`src/rtl/bin2bcd_seq_if.sv`:
```
// Conversion bus for bin2bcd_seq: load/operand in, handshake and BCD result out.
interface bin2bcd_seq_if #(
   parameter int BIN_WIDTH = 32,
   parameter int DIGITS    = 10
);
   logic                   load;
   logic [BIN_WIDTH-1:0]   binaryNumber;
   logic                   busy;
   logic                   done;
   logic [DIGITS-1:0][3:0] BinaryDecimal;
   logic                   overflow;
   logic                   negative;

   modport master (output load, binaryNumber,
                   input  busy, done, BinaryDecimal, overflow, negative);
   modport slave  (input  load, binaryNumber,
                   output busy, done, BinaryDecimal, overflow, negative);
endinterface

```
`src/rtl/bin2bcd_seq.sv`:
```
// Sequential double-dabble binary-to-BCD converter, one input bit per clock.
// Optional two's-complement input when BIN2BCD_SIGNED_INPUT_EN is defined.
module bin2bcd_seq #(
   parameter int BIN_WIDTH = 32,
   parameter int DIGITS    = 10
) (
   input  logic         clk,
   input  logic         rst,
   bin2bcd_seq_if.slave bus
);
   localparam int AW = DIGITS * 4;
   localparam int CW = $clog2(BIN_WIDTH);

   typedef enum logic {IDLE, SHIFT} state_t;

   state_t                 r_state, w_next;
   logic [BIN_WIDTH-1:0]   r_sr;
   logic [AW-1:0]          r_acc;
   logic [CW-1:0]          r_cnt;
   logic                   r_ovf_stk;
   logic                   r_busy, r_done, r_ovf;
   logic [DIGITS-1:0][3:0] r_bcd;
   logic [BIN_WIDTH-1:0]   w_mag;
   logic [AW-1:0]          w_adj;
   logic [AW-1:0]          w_shift;
   logic                   w_top;

`ifdef BIN2BCD_SIGNED_INPUT_EN
   logic w_sign, r_sign, r_neg;
   assign w_sign = bus.binaryNumber[BIN_WIDTH-1];
   assign w_mag  = w_sign ? (~bus.binaryNumber + {{(BIN_WIDTH-1){1'b0}}, 1'b1})
                          : bus.binaryNumber;

   always_ff @(posedge clk or posedge rst) begin
      if (rst) begin
         r_sign <= 1'b0;
         r_neg  <= 1'b0;
      end else if (bus.load) begin
         r_sign <= w_sign;
      end else if (r_state == SHIFT && r_cnt == '0) begin
         r_neg  <= r_sign;
      end
   end
   assign bus.negative = r_neg;
`else
   assign w_mag        = bus.binaryNumber;
   assign bus.negative = 1'b0;
`endif

   // Per-digit +3 correction; digits are independent, no inter-digit carry.
   for (genvar d = 0; d < DIGITS; d++) begin : g_adj
      assign w_adj[d*4 +: 4] = (r_acc[d*4 +: 4] >= 4'd5) ? r_acc[d*4 +: 4] + 4'd3
                                                          : r_acc[d*4 +: 4];
   end

   assign w_top   = w_adj[AW-1];
   assign w_shift = {w_adj[AW-2:0], r_sr[BIN_WIDTH-1]};

   always_ff @(posedge clk or posedge rst) begin
      if (rst) r_state <= IDLE;
      else     r_state <= w_next;
   end

   always_comb begin
      w_next = r_state;
      if (bus.load)                              w_next = SHIFT;
      else if (r_state == SHIFT && r_cnt == '0)  w_next = IDLE;
   end

   always_ff @(posedge clk or posedge rst) begin
      if (rst) begin
         r_sr      <= '0;
         r_acc     <= '0;
         r_cnt     <= '0;
         r_ovf_stk <= 1'b0;
         r_busy    <= 1'b0;
         r_done    <= 1'b0;
         r_ovf     <= 1'b0;
         r_bcd     <= '0;
      end else if (bus.load) begin
         // A load in SHIFT simply restarts; the aborted result is discarded.
         r_sr      <= w_mag;
         r_acc     <= '0;
         r_ovf_stk <= 1'b0;
         r_cnt     <= CW'(BIN_WIDTH - 1);
         r_busy    <= 1'b1;
         r_done    <= 1'b0;
      end else begin
         r_done <= 1'b0;
         if (r_state == SHIFT) begin
            r_acc     <= w_shift;
            r_sr      <= {r_sr[BIN_WIDTH-2:0], 1'b0};
            r_cnt     <= r_cnt - 1'b1;
            r_ovf_stk <= r_ovf_stk | w_top;
            if (r_cnt == '0) begin
               r_bcd  <= w_shift;
               r_ovf  <= r_ovf_stk | w_top;
               r_busy <= 1'b0;
               r_done <= 1'b1;
            end
         end
      end
   end

   assign bus.busy          = r_busy;
   assign bus.done          = r_done;
   assign bus.overflow      = r_ovf;
   assign bus.BinaryDecimal = r_bcd;
endmodule

```
`src/flat_wrapper.sv`:
```
// flat-port wrapper written by rule: the top's interface ports become plain ports
module bin2bcd_seq_flat 
#(
   parameter int BIN_WIDTH = 32,
   parameter int DIGITS    = 10
)
  (clk, rst, bus_load, bus_binaryNumber, bus_busy, bus_done, bus_BinaryDecimal, bus_overflow, bus_negative);
  bin2bcd_seq_if #(.BIN_WIDTH(BIN_WIDTH), .DIGITS(DIGITS)) bus_i ();
  input  logic clk;
  input  logic rst;
  input wire logic [$bits(bus_i.load)-1:0] bus_load;
  input wire logic [$bits(bus_i.binaryNumber)-1:0] bus_binaryNumber;
  output wire logic [$bits(bus_i.busy)-1:0] bus_busy;
  output wire logic [$bits(bus_i.done)-1:0] bus_done;
  output wire logic [$bits(bus_i.BinaryDecimal)-1:0] bus_BinaryDecimal;
  output wire logic [$bits(bus_i.overflow)-1:0] bus_overflow;
  output wire logic [$bits(bus_i.negative)-1:0] bus_negative;
  assign bus_i.load = bus_load;
  assign bus_i.binaryNumber = bus_binaryNumber;
  assign bus_busy = bus_i.busy;
  assign bus_done = bus_i.done;
  assign bus_BinaryDecimal = bus_i.BinaryDecimal;
  assign bus_overflow = bus_i.overflow;
  assign bus_negative = bus_i.negative;
  bin2bcd_seq #(.BIN_WIDTH(BIN_WIDTH), .DIGITS(DIGITS)) u_core (.clk(clk), .rst(rst), .bus(bus_i));
endmodule
```
`config.mk`:
```
export PLATFORM = sky130hd
export DESIGN_NAME = bin2bcd_seq_flat
export DESIGN_NICKNAME = d
export VERILOG_FILES = /design/src/rtl/bin2bcd_seq_if.sv /design/src/rtl/bin2bcd_seq.sv /design/src/flat_wrapper.sv
export SDC_FILE = /design/constraint.sdc
export NUM_CORES = 1
export LEC_CHECK = 0
export CORE_MARGIN = 5
export CORE_UTILIZATION = 25
export CTS_BUF_LIST = sky130_fd_sc_hd__clkbuf_4 sky130_fd_sc_hd__clkbuf_8
export CTS_CLUSTER_DIAMETER = 30
export DETAILED_ROUTE_END_ITERATION = 10
export DONT_BUFFER_PORTS = 1
export PLACE_DENSITY_LB_ADDON = 0.3
export SLEW_MARGIN = 10
export SYNTH_ARGS = -nofsm -noshare
export SYNTH_HDL_FRONTEND = slang
export SYNTH_SLANG_ARGS = --single-unit
```
`constraint.sdc`:
```
create_clock -name clk -period 12 [get_ports clk]
set_input_delay 3.6 -clock clk [delete_from_list [all_inputs] [get_ports clk]]
set_output_delay 3.6 -clock clk [all_outputs]
set_load 0.05 [all_outputs]
```
Word-level counts from Yosys, hierarchy flattened
Cells that the tools add are included.
W data, S select, Z words.
Word-level totals
  memories kept: 0
  bits in read-only memories: 0
  memory bits (writable): 0
  logic and storage cells: 74
  flip-flop bits (word level): 122
  latch bits: 0
Cells by class
  multiply operators: 0
  bitwise operators: 2
  order comparisons: 10
  shifts and indexed selects: 0
  div/mod/pow operators: 0
  equality and inequality tests: 0
  reductions and logical operators: 7
  muxes and demuxes: 26
  $add $sub $neg: 11
Operators by type and width (count)
  $mux W40: 2
  $mux W32: 2
  $add A4 B2 Y4 const B: 10
  $ge A4 B3 Y1 const B: 10
  $mux W4: 10
  $mux W1: 10
  $mux W5: 2
  $reduce_bool A2 Y1: 3
  $logic_not A5 Y1: 1
  $sub A5 B1 Y5 const B: 1
  $reduce_and A3 Y1: 1
  $reduce_and A2 Y1: 1
  $logic_and A1 B1 Y1: 1
  $not A1 Y1: 1
  $or A1 B1 Y1: 1

Logic depth before layout (Yosys ltp)
Gate-level depths: netlist (run 1).
  word-level depth: 5
  depth in mapped cells: 8
  depth with buffers taken out: 6

Worst setup path before layout (run 1)
Ideal clock, no wire load.
  path type: input to register
  start point: input port bus_load
  end point: register u_core.r_bcd, in the netlist u_core.bus.BinaryDecimal[0]
  required time: 11.875 ns
  stages on the path: 3
  path slack: 7.469 ns
  setup time: 0.125 ns
  arrival time: 4.406 ns
  cell sequence: or3_1 -> buf_6 -> mux2_4
Between the ends
  cells in the longest elaborated chain, start to end: 2
RTL lines
  start: declaration: RTL line flat_wrapper.sv:11  | input wire logic [$bits(bus_i.load)-1:0] bus_load;
  $not A1 Y1 (no line)
  $reduce_and A3 Y1 (no line)
  end signal: assignment: RTL line bin2bcd_seq.sv:96  | r_bcd <= w_shift;
  end: declaration: RTL line bin2bcd_seq.sv:22  | logic [DIGITS-1:0][3:0] r_bcd;
Every way passes these cells.
A chain may end at the register's enable or synchronous reset.

Worst setup path after layout (run 1)
  start point: register u_core.r_ovf, in the netlist u_core.bus.overflow
  end point: output port bus_overflow
RTL lines
  start: declaration: RTL line bin2bcd_seq.sv:21  | logic r_busy, r_done, r_ovf;
  start signal: assignment: RTL line bin2bcd_seq.sv:97  | r_ovf <= r_ovf_stk | w_top;
  end: declaration: RTL line flat_wrapper.sv:16  | output wire logic [$bits(bus_i.overflow)-1:0] bus_overflow;
No word-level cell between the ends.

==> results.toml, run 1 <==
[clock_tree]
ctsLongestPathBuffers = 2
postCtsHoldBufs = 0
clock_latency_ns = 0.43
numCtsBuffers = 17
cts_tree = "yes"
clk_pin_slew_ns = 0.07
clkSinkCount = 122
htreeDepth = 4
cts_setup_buffers = 0
clockRootBuffer = "clkbuf_8"
cts_resized = 0

[global_routing]
grtUsageTotal = 0.0968
antenna_found_initial = 0
grt_pass1_wl_um = 22000
grt_pass1_vias = 4219
grt_max_degree = 115
gr-total-overflow = 0

[synth]
synth_largest_area_cell = "dfrtp_1"
synth-edff-count = 0
synth_area_leaders = "dfrtp_1, o21ai_0, nand2_1, mux2i_1, ha_1"
synth_common_cells = "dfrtp_1, nand2_1, o21ai_0"
synth_flop_cell = "dfrtp_1"
postSynthCellCount = 632
yosysMostFrequentCell = "dfrtp_1"
async_flop_share = 1.00
synth_top_area_share = 0.501
avgSynthCellArea_um2 = 9.64
ys_warn_count = 0
syn_area_mm2 = 0.00609
ys_types = 36
syn-num-nets = 688
seq_area_frac_synth = 0.501
ys_ff_latch = 122

[floorplanning]
top_level_ports = 79
initial_core_util = 0.252
fp.dieArea_mm2 = 0.0276
core_mm2 = 0.0242
rows = 57
die_height_um = 166
die_x_um = 166

[route]
drtIter0Drc = 212
wl_per_cell_um = 13.7
final_antenna_net_count = 0
met3RoutedLength_um = 857
wirelength_met1_um = 6210
wl_met2_um = 5880
maxUsedRoutingLayer = "met4"
remaining_drc_errors = 0
finalWirelength_um = 13100
via_count = 4247
routed_via_density = 4.45
dr.pass1.iters = 6

[timing]
timing.final.crit_share = 0.393
clock.fmax_mhz = 212
finalSetupViolCount = 0
final.setup.tns_ns = 0
hold_violations = 0
grt_setup_unrepaired = "false"
slew_viol_final = 0
holdWs_ns = 0.519
fin_ws_ns = 7.28
max_slew_margin = 0.359
worst_clock_skew_ns = 0.0103
period_needed_ns = 4.72
tightest_slew_ns = 0.962

[placed_design]
dp.cells = 923
gp_congestion = 0.764
dp.final_hpwl_um = 8230
place_ws_ns = 7.02
port_buffers = 0
placed_area_mm2 = 0.00632

[power]
power_per_cell_area_mw_per_mm2 = 129
power_leakage_nw = 2.92
vdd_ir_drop_max_v = 0.0000488

[critical_path]
cp_data_required_time_ns = 8.40
critPathKind = "reg2out"
cp-end-kind = "primary output"
startpoint_type = "flop"
critPathMaxFanout = 2
cp_data_arrival_time_ns = 1.12

[cells_and_area]
area_growth_pct = 10.1
seqCellArea_mm2 = 0.00306
fin_cells = 954
stdcell_area_mm2 = 0.00671
nFillCells = 2551
multi_input_area_mm2 = 0.00273
drive_gt1_frac = 0.0825
diodes = 0
fin_nets = 674

[worst_hold_path]
min_path_type = "reg2reg"

[job]
maxCapViolations = 0

[run_status]
outcome = "finished clean"
tightest hold or removal path, stage by stage, from the launching register on:
cell and delay [ns]:
dfrtp_1 0.35, xnor2_1 0.07, nand2b_1 0.06
cells by family (layout without fill, tap and decap cells):
logic type                 Yosys count  after routing  share of synthesized area
AOI/OAI and AO/OA                  177            177                      0.156
xor gates and xnor gates            12             12                     0.0173
adders and majority gates           21             21                     0.0431
buffers and inverters               61             59                     0.0507
DFF                                122            122                      0.501
muxes                               43             43                     0.0735
other                                1              1                   0.000616
and+or+nand+nor                    195            195                      0.157
path summary, 6_finish.rpt:
kind	from	depth (start not counted)	endpoint	slack, ns
worst max-delay path	u_core.bus.overflow	0	bus_overflow	7.28
worst min-delay path	u_core.r_cnt[3]	2	u_core.r_cnt[3]	0.52
worst max register to register	u_core.r_state	4	u_core.r_cnt[3]	9.67
worst min register to register	u_core.r_cnt[3]	2	u_core.r_cnt[3]	0.52
max in group asynchronous	rst	2	u_core.r_acc[39]	7.67
min in group asynchronous	rst	1	u_core.r_acc[3]	3.07
cell usage in the layout, fill, tap and decap left out, types with 11 or more instances in the layout:
master,Yosys,final
clkbuf_8,0,22
nand2b_1,25,25
inv_1,24,23
nand2_1,93,93
xnor2_1,12,12
o22ai_1,11,11
o21ai_1,29,29
mux2i_1,32,32
a21oi_1,41,41
ha_1,21,21
nand3_1,20,20
o21ai_0,73,73
dfrtp_1,122,121
nand3b_1,11,11
sequential cells by signal (all words and copies together), names as in the netlist:
| signal | flops |
|---|---|
| u_core.bus.busy | 1 |
| u_core.r_cnt | 5 |
| u_core.r_sr | 32 |
| u_core.bus.done | 1 |
| u_core.bus.BinaryDecimal | 40 |
| u_core.r_acc | 40 |
| u_core.r_state | 1 |
| u_core.r_ovf_stk | 1 |
| u_core.bus.overflow | 1 |
where the power goes:
group / switching (W) / internal (W) / leakage [nW]
Combinational: 0.0000242 / 0.0000168 / 1.21
Sequential: 0.0000380 / 0.000429 / 1.52
Clock: 0.000163 / 0.000197 / 0.194
per-layer routing:
metal	global-route usage	vias up
met1	0.126	1985
met2	0.150	85
met4	0.0308	0
met5	0	-
met3	0.0369	11
li1	-	2166
per-stage QoR:
stage / util / power [W]
finish: 0.277 / 0.000868
global route: 0.277 / 0.000909
CTS: 0.277 / 0.000886
detailed placement: 0.261 / 0.000519
global placement: 0.261 / 0.000518
floorplan: - / 0.000510
cell type report:
class,count,share of cell area
repair buffers,3,0.00336
flip-flops and latches,122,0.456
inverters,25,0.0155
clock inverters,6,0.00933
well taps,324,0.0604
clock buffers,25,0.0485
multi-input cells,449,0.407
(Power assumes the default switching activity.)
==> inputs of run 2 (changes only) <==
==> constraint.sdc (replaced) <==
create_clock -name clk -period 3.95 [get_ports clk]
set_input_delay 1.185 -clock clk [delete_from_list [all_inputs] [get_ports clk]]
set_output_delay 1.185 -clock clk [all_outputs]
set_load 0.05 [all_outputs]
==> run 2 against run 1 <==
Compared with the run above:
- utilization is 0.057 points higher
- register-to-register slack worse by 7.7 ns
- count of clock-buffer cells in the layout is 1 lower
- global-route usage hardly changed
- critical endpoint unchanged
- combinational power grew to 3.1 times the previous value
- routed wire length is 0.99% lower
- critical path depth stayed put
==> results.toml, run 2 (synthesis gave the netlist of run 1 again) <==
[power]
power_leakage_nw = 2.92
vdd_ir_drop_max_v = 0.000175
power_per_cell_area_mw_per_mm2 = 392
finalPower_w = 0.00263

[worst_hold_path]
min-delay-start = "u_core.r_cnt[4]"
min_path_type = "reg2reg"

[critical_path]
crit_start = "u_core.bus.overflow"
path_depth = 0
startpoint_type = "flop"
crit_end = "bus_overflow"
cp_data_required_time_ns = 2.76
critPathKind = "reg2out"
cp_data_arrival_time_ns = 1.11
rrSetupSlack_ns = 1.97
cp-end-kind = "primary output"
worstRegToRegCells = 5
critPathMaxFanout = 2
regToRegStartpoint = "u_core.r_cnt[0]"
worstReg2RegEnd = "u_core.bus.BinaryDecimal[0]"

[timing]
grt_setup_unrepaired = "false"
fin_ws_ns = 1.65
period_needed_ns = 2.30
final.setup.tns_ns = 0
tightest_slew_ns = 0.820
timing.final.crit_share = 0.582
max_slew_margin = 0.453
hold_violations = 0
slew_viol_final = 0
finalSetupViolCount = 0
clock.fmax_mhz = 435
worst_clock_skew_ns = 0.0138

[placed_design]
placed_area_mm2 = 0.00633
dp.final_hpwl_um = 8020
place_ws_ns = 1.51
dp.cells = 923
gp_congestion = 0.762
port_buffers = 0

[floorplanning]
die_x_um = 166
top_level_ports = 79
initial_core_util = 0.252
core_mm2 = 0.0242
die_height_um = 166
fp.dieArea_mm2 = 0.0276
rows = 57

[global_routing]
grt_pass1_vias = 4188
antenna_found_initial = 0
grt_max_degree = 123
grt_pass1_wl_um = 21900
gr-total-overflow = 0
grtUsageTotal = 0.0965

[clock_tree]
clockRootBuffer = "clkbuf_8"
clk_pin_slew_ns = 0.06
cts_resized = 0
ctsLongestPathBuffers = 2
htreeDepth = 4
numCtsBuffers = 17
cts_tree = "yes"
clkSinkCount = 122
clock_latency_ns = 0.43
postCtsHoldBufs = 0
cts_setup_buffers = 0

[route]
via_count = 4207
routed_via_density = 4.41
drtIter0Drc = 267
finalWirelength_um = 13000
wl_per_cell_um = 13.6
final_antenna_net_count = 0
dr.pass1.iters = 5
remaining_drc_errors = 0

[cells_and_area]
stdcell_area_mm2 = 0.00672
area_growth_pct = 10.3
drive_gt1_frac = 0.0811
final_cell_mix = "dfrtp_1, nand2_1, o21ai_0, a21oi_1, mux2i_1"
layout_commonest_cell = "dfrtp_1"
diodes = 0
fin_cells = 953
fin_nets = 674

[run_status]
outcome = "finished clean"

[job]
maxCapViolations = 0
[run 2: changes by cell type in the layout (fill, tap and decap cells not counted), sizes merged]
| cell | before | now |
|---|---|---|
| clkinvlp | 3 | 4 |
| inv | 24 | 23 |
| clkbuf | 25 | 24 |
[run 2: layout make-up]
class / instances / area (um^2)
fill: 2545 / 17500
sequential: 122 / 3060
multi-input combinational: 449 / 2740
tap: 324 / 405
clock buffer: 24 / 324
inverter: 25 / 103
clock inverter: 6 / 62.6
timing repair buffer: 3 / 35.0
[run 2: layer usage]
metal | GRT usage | vias up | share of wire
met1 | 0.131 | 1958 | 0.48
met3 | 0.0374 | 5 | 0.068
li1 | - | 2160 | -
met4 | 0.0247 | 0 | 0.0057
met2 | 0.144 | 84 | 0.44
met5 | 0 | - | 0
[run 2: worst min path at each step]
stage | slack, ns | cells after the start | endpoint
final | 0.52 | 2 | u_core.r_cnt[4]
after detailed placement | 0.50 | 2 | u_core.r_cnt[4]
after floorplan | 0.47 | 2 | u_core.r_cnt[4]
after CTS | 0.52 | 2 | u_core.r_cnt[4]
after global placement | 0.50 | 2 | u_core.r_cnt[4]
after global routing | 0.56 | 2 | u_core.r_cnt[3]
[run 2: worst reg2reg max path: stages (launching register included)]
cell	delay, ns
dfrtp_1	0.41
inv_1	0.07
ha_1	0.18
nand4bb_1	0.16
or3_4	0.65
mux2_4	0.40
[run 2: where the power goes]
part | internal, W | leakage, nW | switching [W] | total (W)
clock | 0.000597 | 0.192 | 0.000490 | 0.00109
sequential | 0.00130 | 1.52 | 0.000115 | 0.00142
combinational | 0.0000524 | 1.21 | 0.0000731 | 0.000126
[run 2: per-stage QoR]
stage / util / hold slack (ns)
after floorplan: - / 0.472
after global placement: 0.262 / 0.497
after detailed placement: 0.262 / 0.504
after CTS: 0.278 / 0.521
after global routing: 0.278 / 0.559
final: 0.278 / 0.520
